### src/rtl/aes_state_unloader.sv
// Byte-serial output stage: accepts a 128-bit AES state block and streams it MSB byte first.
// Optional double buffering (back-to-back blocks, no bubble) is enabled by defining AES_UNLOAD_DBUF_EN.
module aes_state_unloader #(
  parameter int BLOCK_BYTES = 16
) (
  input  logic                           clk,
  input  logic                           rst,
  input  logic [8*BLOCK_BYTES-1:0]       in_block,
  input  logic                           in_valid,
  output logic                           in_ready,
  output logic [7:0]                     out_byte,
  output logic                           out_valid,
  input  logic                           out_ready,
  output logic                           out_last,
  output logic [$clog2(BLOCK_BYTES)-1:0] out_index,
  output logic                           block_done,
  output logic                           state_dbg
);

  localparam int BW = 8 * BLOCK_BYTES;
  localparam int CW = $clog2(BLOCK_BYTES);
  localparam logic [CW-1:0] LAST     = CW'(BLOCK_BYTES - 1);
  localparam logic [CW-1:0] PRE_LAST = CW'(BLOCK_BYTES - 2);

  // Handshakes: a transfer happens on the rising edge where valid && ready are both high;
  // the producer holds data and valid until that edge, and valid never waits on ready.

  typedef enum logic {
    IDLE  = 1'b0,
    SHIFT = 1'b1
  } state_t;

  state_t          state;
  logic [BW-1:0]   shreg;
  logic [CW-1:0]   count;

`ifdef AES_UNLOAD_DBUF_EN
  logic [BW-1:0]   hold;
  logic            hold_full;
`endif

  // Outputs come straight from flops; out_ready only steers next-state logic.
  assign out_byte  = shreg[BW-1 -: 8];
  assign out_index = count;
  assign state_dbg = state;

  always_ff @(posedge clk or negedge rst) begin
    if (!rst) begin
      state      <= IDLE;
      shreg      <= '0;
      count      <= '0;
      in_ready   <= 1'b1;
      out_valid  <= 1'b0;
      out_last   <= 1'b0;
      block_done <= 1'b0;
`ifdef AES_UNLOAD_DBUF_EN
      hold       <= '0;
      hold_full  <= 1'b0;
`endif
    end else begin
      block_done <= 1'b0;
      case (state)
        IDLE: begin
          if (in_valid && in_ready) begin
            shreg     <= in_block;
            count     <= '0;
            state     <= SHIFT;
            out_valid <= 1'b1;
            out_last  <= 1'b0;
`ifdef AES_UNLOAD_DBUF_EN
            in_ready  <= 1'b1;
`else
            in_ready  <= 1'b0;
`endif
          end
        end

        SHIFT: begin
          if (out_ready) begin
            if (count != LAST) begin
              shreg    <= {shreg[BW-9:0], 8'h00};
              count    <= count + CW'(1);
              out_last <= (count == PRE_LAST);
            end else begin
              block_done <= 1'b1;
              count      <= '0;
              out_last   <= 1'b0;
`ifdef AES_UNLOAD_DBUF_EN
              if (hold_full) begin
                shreg     <= hold;
                hold_full <= 1'b0;
                in_ready  <= 1'b1;
              end else if (in_valid) begin
                // Hold is empty so in_ready is high: take the new block directly.
                shreg    <= in_block;
                in_ready <= 1'b1;
              end else begin
                state     <= IDLE;
                out_valid <= 1'b0;
                in_ready  <= 1'b1;
              end
`else
              state     <= IDLE;
              out_valid <= 1'b0;
              in_ready  <= 1'b1;
`endif
            end
          end
`ifdef AES_UNLOAD_DBUF_EN
          // A block arriving mid-stream parks in the hold register until the last byte leaves.
          if (in_valid && in_ready && !(out_ready && (count == LAST))) begin
            hold      <= in_block;
            hold_full <= 1'b1;
            in_ready  <= 1'b0;
          end
`endif
        end

        default: begin
          state     <= IDLE;
          out_valid <= 1'b0;
          in_ready  <= 1'b1;
        end
      endcase
    end
  end

endmodule
### config.mk
export PLATFORM = sky130hd
export DESIGN_NAME = aes_state_unloader
export DESIGN_NICKNAME = d
export VERILOG_FILES = /design/src/rtl/aes_state_unloader.sv
export SDC_FILE = /design/constraint.sdc
export NUM_CORES = 1
export LEC_CHECK = 0
export BUFFER_PORTS_ARGS = -buffer_cell sky130_fd_sc_hd__buf_2
export CORE_AREA = 2 2 113 104
export CTS_CLUSTER_SIZE = 8
export DETAILED_ROUTE_END_ITERATION = 7
export DIE_AREA = 0 0 115 106
export PLACE_DENSITY = 0.84
export RECOVER_POWER = 25
export SLEW_MARGIN = 20
export SYNTH_ARGS = -nofsm -noshare
export SYNTH_HDL_FRONTEND = slang
export SYNTH_SLANG_ARGS = --single-unit
### constraint.sdc
create_clock -name clk -period 3.4 [get_ports clk]
set_input_delay 0.68 -clock clk [delete_from_list [all_inputs] [get_ports clk]]
set_output_delay 0.68 -clock clk [all_outputs]
set_load 0.005 [all_outputs]
; ---- Yosys cells after proc, flatten, opt, wreduce, memory -nomap -nowiden
; Cells that the tools add are included.
[op_classes]
addsub = 1
n_eq_ne = 6
muxes = 26
bitwise = 1
n_reduce_logical = 4
[ops]
columns = operator, count
row1 = 128-bit 2-to-1 mux, 3
row2 = 128-bit one-hot mux with 2 select lines, 1
row3 = 1-bit 2-to-1 mux, 14
row4 = 4-bit 2-to-1 mux, 3
row5 = 1-bit one-hot mux with 2 select lines, 4
row6 = 4-bit one-hot mux with 2 select lines, 1
row7 = "2-bit inequality test, second input constant", 3
row8 = 3-bit AND reduction, 2
row9 = "4-bit by 1-bit adder with 4-bit output, second input constant", 1
row10 = "4-bit == test, second input constant", 1
row11 = "4-bit inequality test, second input constant", 1
row12 = "2-bit by 1-bit inequality test with 1-bit output, second input constant", 1
row13 = 2-bit AND reduction, 1
row14 = 1-bit logical AND, 1
row15 = 1-bit NOT, 1
[totals]
register_bits = 137
inputBits = 132
output_inout_bits = 17
wordCells = 45

; ---- Depth between registers and ports, before layout
; Gate-level depths: netlist (run 1).
[depth]
depth_word = 4
mapped_depth = 7
ltp_nobuf = 4

; ---- Worst setup path after synthesis (run 1)
; No wires, ideal clock.
[synth_path]
path_type = flip-flop to flip-flop
from = register count[0] (netlist: out_index[0])
to = register shreg[12]
setup_ps = 119
arrival_ps = 1578
required_time_ps = 3281
path_slack_ps = 1704
stages_incl_launch_ff = 8
path_buffers = 3
synth_period_minus_slack_ps = 1696
path_cell_list = dfrtp_1 > ha_1 > and3_1 > buf_6 > buf_6 > buf_6 > o32a_1 > o21a_1
[synth_between]
elab_chain_len = 3
[synth_rtl]
columns = item, line
row1 = "start, declared", 35  ; logic [CW-1:0] count;
row2 = "start signal, assigned", 82  ; count <= count + CW'(1);
row3 = 4-bit inequality test, 80  ; if (count != LAST) begin
row4 = 2-bit by 1-bit inequality test with 1-bit output (no source line), --
row5 = 3-bit AND reduction (no source line), --
row6 = "end signal, assigned", 65  ; shreg <= in_block;
row7 = "end signal, assigned", 81  ; shreg <= {shreg[BW-9:0], 8'h00};
row8 = "end, declared", 34  ; logic [BW-1:0] shreg;
; No other way between the ends.
; A chain may end at the register's enable or synchronous reset.

; ---- Final worst setup path (run 1)
[layout_path]
from = register count[0] (netlist: out_index[0])
to = register shreg[7]
; The elaborated chain is that of the path after synthesis.

==> flow_metrics.env, run 1 <==
export IMPL_critPathMaxFanout=78
export IMPL_dp_hpwl_mm=9.24
export IMPL_cp_cell_sequence="ha_1, and3_4, buf_4, nor2_2, o2bb2ai_1"
export IMPL_fp_dieH_um=106
export IMPL_grt_usage=0.250
export IMPL_hold_path_class="flip-flop to flip-flop"
export IMPL_netlist_area_mm2=0.00626
export IMPL_gr_total_overflow=0
export IMPL_cts_resized=0
export IMPL_hold_end="shreg[121]$_DFFE_PN0P_"
export IMPL_num_vias=4775
export IMPL_io_pins=149
export IMPL_fin_area_mm2=0.00734
export IMPL_fin_setup_tns_ns=0
export IMPL_worst_path_max_delay_cell="buf_4"
export IMPL_synth_edf_count=0
export IMPL_drive_gt1_frac=0.300
export IMPL_cts_setup_buffers=0
export IMPL_yosys_register_bits=137
export IMPL_rsz0062_at_grt="no"
export IMPL_rr_worst_depth=5
export IMPL_fin_nets=734
export IMPL_first_iter_violations=464
export IMPL_cts_tree="done"
export IMPL_yosysMostFrequentCell="dfrtp_1"
export IMPL_syn_to_final_growth_pct=17.3
export IMPL_io_buffers=148
export IMPL_hold_buffers=0
export IMPL_dieArea_mm2=0.0122
export IMPL_start_kind="flip-flop"
export IMPL_synth_area_leaders="dfrtp_1 (54%), o32a_1 (19%), o21a_1 (14%)"
export IMPL_synth_distinct_cells=26
export IMPL_core_mm2=0.0111
export IMPL_grt_pass1_wl_mm=23.7
export IMPL_synth_common_cells="dfrtp_1 (136), o21a_1 (120), o32a_1 (120)"
export IMPL_cts_sinks=137
export IMPL_fin_hold_ws_ns=0.483
export IMPL_antenna_found_initial=1
export IMPL_r2r_end="shreg[7]$_DFFE_PN0P_"
export IMPL_maxSlewHeadroom=0.0131
export IMPL_min_period_ns=2.60
export IMPL_syn_avg_cell_area_um2=12.7
export IMPL_ys_warn_count=0
export IMPL_drc=0
export IMPL_crit_required_ns=3.73
export IMPL_critical_path_max_stage_delay_ns=0.72
export IMPL_p_leak_uw=0.00340
export IMPL_diodes=0
export IMPL_grt_max_degree=136
export IMPL_criticalPathCategory="flip-flop to flip-flop"
export IMPL_synthArstFlopShare=1.00
export IMPL_wl_per_cell_um=19.6
export IMPL_cp_arrival_ns=2.93
export IMPL_clock_skew_ns=0.00540
export IMPL_max_freq_ghz=0.384
export IMPL_synth_top_cell_by_area="dfrtp_1"
export IMPL_tritoncts_num_buffers=17
export IMPL_hold_path_depth=1
export IMPL_insertion_delay_ns=0.41
export IMPL_synth_main_ff_cell="dfrtp_1"
export IMPL_syn_num_nets=625
export IMPL_placed_area_mm2=0.00683
export IMPL_synth_cells=491
export IMPL_cts_reportedPaths_clkPinSlew_ns=0.05
export IMPL_worst_slew_pin_slew_ns=1.48
export IMPL_grt_pass1_vias=4662
export IMPL_slew_viol_final=0
export IMPL_initial_core_util=0.563
export IMPL_endpoint_kind="flip-flop"
export IMPL_yosysSeqAreaShare=0.548
export IMPL_drv_cap=0
export IMPL_place_gp_congestion=0.844
export IMPL_final_hold_violation_count=0
export IMPL_clock_path_buffers=2
export IMPL_drtPass1Iterations=4
export IMPL_htree_levels=4
export IMPL_setup_violations=0
export IMPL_ir_drop_v=0.000272
export IMPL_fin_cells=747
export IMPL_wirelength_mm=14.6
export IMPL_cts_root_buf="clkbuf_16"
export IMPL_reg2reg_from="out_index[0]$_DFFE_PN0P_"
export IMPL_viasPerCell=6.39
export IMPL_hp_start="shreg[121]$_DFFE_PN0P_"
export IMPL_power_density_mw_per_mm2=459
export IMPL_rows=37
export IMPL_synth_top_area_frac=0.544
export IMPL_fp_dieW_um=115
export IMPL_ff2ff_setup_slack_ns=0.80
export IMPL_ant_nets=0
export IMPL_timing_final_crit_share=0.765
export IMPL_dp_cells=717
export IMPL_status="finished clean"
routing by layer:
| metal | part of all wire | vias to the layer above | global-route usage | wire length, um |
|---|---|---|---|---|
| met3 | 0.074 | 13 | 0.0849 | 1090 |
| met5 | 0.00089 | - | 0 | 13 |
| met1 | 0.45 | 2393 | 0.351 | 6620 |
| li1 | - | 2193 | - | - |
| met4 | 0.0096 | 2 | 0.0809 | 141 |
| met2 | 0.46 | 174 | 0.368 | 6780 |
through the flow:
stage          utilization  total power [uW]  setup slack (ns)
6_report             0.660              3370             0.799
5_1_grt              0.660              3490             0.455
4_1_cts              0.662              3400             0.887
3_5_place_dp         0.615              1780             0.756
3_3_place_gp         0.615              1780             0.845
2_1_floorplan            -              1670              1.70
critical path, delay by kind of cell, from the launching register on:
family | cells | cell delay, ns
simple gates | 2 | 0.77
buf+inv | 1 | 0.72
compound gates | 1 | 0.22
flops | 1 | 0.45
fa+ha+maj | 1 | 0.29
cell families (layout without fill, tap and decap cells):
logic type | Yosys count | count (layout) | share of synthesized area
AOI/OAI and AO/OA | 259 | 259 | 0.358
DFF | 137 | 137 | 0.548
buffers and inverters | 66 | 186 | 0.0694
and+or+nand+nor | 27 | 27 | 0.0206
adders and majority gates | 2 | 2 | 0.00400
how the worst max path moves through the flow:
stage	startpoint	to	slack, ns	cells past startpoint
3_3_place_gp	out_ready	shreg[39]$_DFFE_PN0P_	0.84	5
3_5_place_dp	out_ready	shreg[88]$_DFFE_PN0P_	0.76	5
4_1_cts	out_index[0]$_DFFE_PN0P_	shreg[6]$_DFFE_PN0P_	0.89	5
5_1_grt	rst	shreg[51]$_DFFE_PN0P_	0.45	2
6_report	out_index[0]$_DFFE_PN0P_	shreg[7]$_DFFE_PN0P_	0.80	5
2_1_floorplan	out_index[0]$_DFFE_PN0P_	shreg[12]$_DFFE_PN0P_	1.70	7
placed cells by master, fill, tap and decap left out, types with 4 or more instances in the layout:
cell | synthesis | layout
nand3_1 | 7 | 7
o32a_1 | 120 | 120
o2bb2ai_1 | 8 | 8
buf_2 | 32 | 147
o21ai_1 | 4 | 4
nand2_1 | 11 | 11
clkbuf_1 | 4 | 6
clkbuf_8 | 0 | 4
dfrtp_1 | 136 | 136
o21a_1 | 120 | 120
clkbuf_16 | 0 | 17
area by class of cell:
type	instances	area, um2
Clock buffer	27	503
Clock inverter	3	15.0
Fill cell	835	3770
Inverter	2	7.51
Multi-Input combinational cell	288	2410
Sequential cell	137	3430
Tap cell	136	170
Timing Repair Buffer	154	802
flip-flops by register name, summed over array words and instances, names as in the netlist:
| signal | count |
|---|---|
| block_done | 1 |
| in_ready | 1 |
| out_index | 4 |
| out_last | 1 |
| out_valid | 1 |
| shreg | 128 |
| state_dbg | 1 |
power breakdown:
part / leakage, uW / switching (uW) / internal, uW
Sequential: 0.00191 / 0 / 1630
Clock: 0.000257 / 618 / 997
Combinational: 0.00124 / 59.3 / 60.1
Note: power is estimated with default switching activity, not from simulation.
==> inputs of run 2 (changes only) <==
- CORE_AREA: 2 2 113 104 -> 2 2 117 108
- DIE_AREA: 0 0 115 106 -> 0 0 119 110
- PLACE_DENSITY: 0.84 -> 0.79
- clock period: 3.4 -> 2.4 ns (I/O delays scaled with it)
==> run 2 against run 1 <==
Non-clock buffer count is 4 higher. Register-to-register slack worse by 0.44 ns. Global-route usage is 1.0 points lower. Power is 52% higher. Sequential power is 42% higher. Count of clock-buffer cells in the layout is 6 lower. Sequential share of layout area is 1.0 points lower. Clock skew is 0.012 ns higher. Critical path type unchanged. Critical endpoint is now shreg[5]$_DFFE_PN0P_. Largest cell class unchanged. Largest power group is now clock.
==> flow_metrics.env, run 2 (synthesis gave the netlist of run 1 again) <==
export IMPL_status="finished clean"
export IMPL_start_kind="flip-flop"
export IMPL_cts_root_buf="clkbuf_16"
export IMPL_grt_max_degree=136
export IMPL_hold_end="shreg[0]$_DFFE_PN0P_"
export IMPL_hp_start="in_block[0]"
export IMPL_io_pins=149
export IMPL_p_leak_uw=0.00346
export IMPL_regMostFlops="shreg"
export IMPL_core_mm2=0.0118
export IMPL_clock_skew_ns=0.0170
export IMPL_initial_core_util=0.528
export IMPL_pre_cts_ws_ns=0.342
export IMPL_fin_area_mm2=0.00750
export IMPL_fp_dieW_um=119
export IMPL_insertion_delay_ns=0.41
export IMPL_timing_final_ws_setup_ns=0.362
export IMPL_cts_setup_buffers=0
export IMPL_dieArea_mm2=0.0131
export IMPL_grt_pass1_vias=4838
export IMPL_place_gp_congestion=0.814
export IMPL_slew_viol_final=0
export IMPL_criticalPathCategory="flip-flop to flip-flop"
export IMPL_gr_total_overflow=0
export IMPL_tritoncts_num_buffers=17
export IMPL_hold_path_depth=2
export IMPL_final_util=0.633
export IMPL_cts_reportedPaths_clkPinSlew_ns=0.06
export IMPL_placed_area_mm2=0.00691
export IMPL_cts_tree="done"
export IMPL_hold_buffers=1
export IMPL_diodes=0
export IMPL_rsz0062_at_grt="no"
export IMPL_ant_nets=0
export IMPL_final_common_cell="buf_2"
export IMPL_io_buffers=148
export IMPL_fin_setup_tns_ns=0
export IMPL_clock_path_buffers=2
export IMPL_setup_violations=0
export IMPL_critPathMaxFanout=68
export IMPL_grt_pass1_wl_mm=24.5
export IMPL_dp_cells=744
export IMPL_max_freq_ghz=0.491
export IMPL_cp_arrival_ns=2.37
export IMPL_viasPerCell=6.12
export IMPL_maxSlewHeadroom=0.320
export IMPL_drive_gt1_frac=0.311
export IMPL_grt_usage=0.239
export IMPL_num_vias=4758
export IMPL_layout_common_cells="buf_2 (147), dfrtp_1 (136), o32a_1 (120), o21a_1 (120), clkbuf_16 (17)"
export IMPL_fin_cells=777
export IMPL_num_fill_cells=921
export IMPL_ff2ff_setup_slack_ns=0.36
export IMPL_final_hold_violation_count=0
export IMPL_power_density_mw_per_mm2=684
export IMPL_hold_path_class="primary input to flip-flop"
export IMPL_largest_reg_flops=128
export IMPL_wl_per_cell_um=19.4
export IMPL_fin_nets=738
export IMPL_drv_cap=0
export IMPL_reg2reg_from="state_dbg$_DFF_PN0_"
export IMPL_fp_dieH_um=110
export IMPL_worst_slew_pin_slew_ns=1.02
export IMPL_drc=0
export IMPL_r2r_end="shreg[5]$_DFFE_PN0P_"
export IMPL_htree_levels=4
export IMPL_endpoint_kind="flip-flop"
export IMPL_syn_to_final_growth_pct=19.8
export IMPL_cts_sinks=137
export IMPL_cts_resized=0
export IMPL_dp_hpwl_mm=9.57
export IMPL_crit_required_ns=2.73
export IMPL_rows=38
export IMPL_min_period_ns=2.04
export IMPL_timing_final_crit_share=0.849
export IMPL_wirelength_mm=15.1
export IMPL_antenna_found_initial=0
export IMPL_first_iter_violations=431
export IMPL_ir_drop_v=0.000557
export IMPL_drtPass1Iterations=8
export IMPL_rr_worst_depth=4
==> run 2: cell types whose count changed in the layout (fill, tap and decap cells not counted), sizes merged <==
cell         previous run  this run
clkinv                  3         6
buf                   152       154
dlygate4sd3             0         1
clkbuf                 29        24
bufinv                  0         3
clkinvlp                0         2
==> run 2: power breakdown <==
part | total [uW] | internal [uW] | switching [uW]
Clock | 2640 | 1690 | 955
Sequential | 2310 | 2310 | 0
Combinational | 176 | 88.4 | 88.0
==> run 2: metrics by stage <==
stage	total power, uW	hold WS [ns]
6_report	5130	0.283
5_1_grt	5300	0.280
3_3_place_gp	2530	0.423
2_1_floorplan	2360	0.184
3_5_place_dp	2540	0.428
4_1_cts	5180	0.274
==> run 2: per-layer routing <==
metal	GRT usage	vias up	routed length, um
li1	-	2199	-
met1	0.329	2371	6790
met2	0.381	172	7170
met3	0.0592	16	906
met4	0.0731	0	193
met5	0	-	0
==> run 2: layout make-up <==
class,count,area (um2),share of cell area
Sequential cell,137,3430,0.457
Tap cell,160,200,0.0267
Timing Repair Buffer,158,843,0.112
Clock inverter,11,146,0.0195
Inverter,2,7.51,0.00100
Multi-Input combinational cell,288,2410,0.321
Clock buffer,21,460,0.0614
==> run 2: worst max-delay path by stage <==
| stage | to | from |
|---|---|---|
| after floorplan | shreg[12]$_DFFE_PN0P_ | out_index[0]$_DFFE_PN0P_ |
| after global placement | shreg[4]$_DFFE_PN0P_ | out_ready |
| after detailed placement | shreg[5]$_DFFE_PN0P_ | out_ready |
| after CTS | shreg[40]$_DFFE_PN0P_ | out_index[0]$_DFFE_PN0P_ |
| after global routing | shreg[126]$_DFFE_PN0P_ | rst |
| final | shreg[5]$_DFFE_PN0P_ | state_dbg$_DFF_PN0_ |
==> run 2: critical path: stages, from the launching register on <==
cell and delay, ns:
dfrtp_1 0.49, nand2_4 0.32, buf_4 0.66, nor2_2 0.21, o2bb2ai_1 0.21
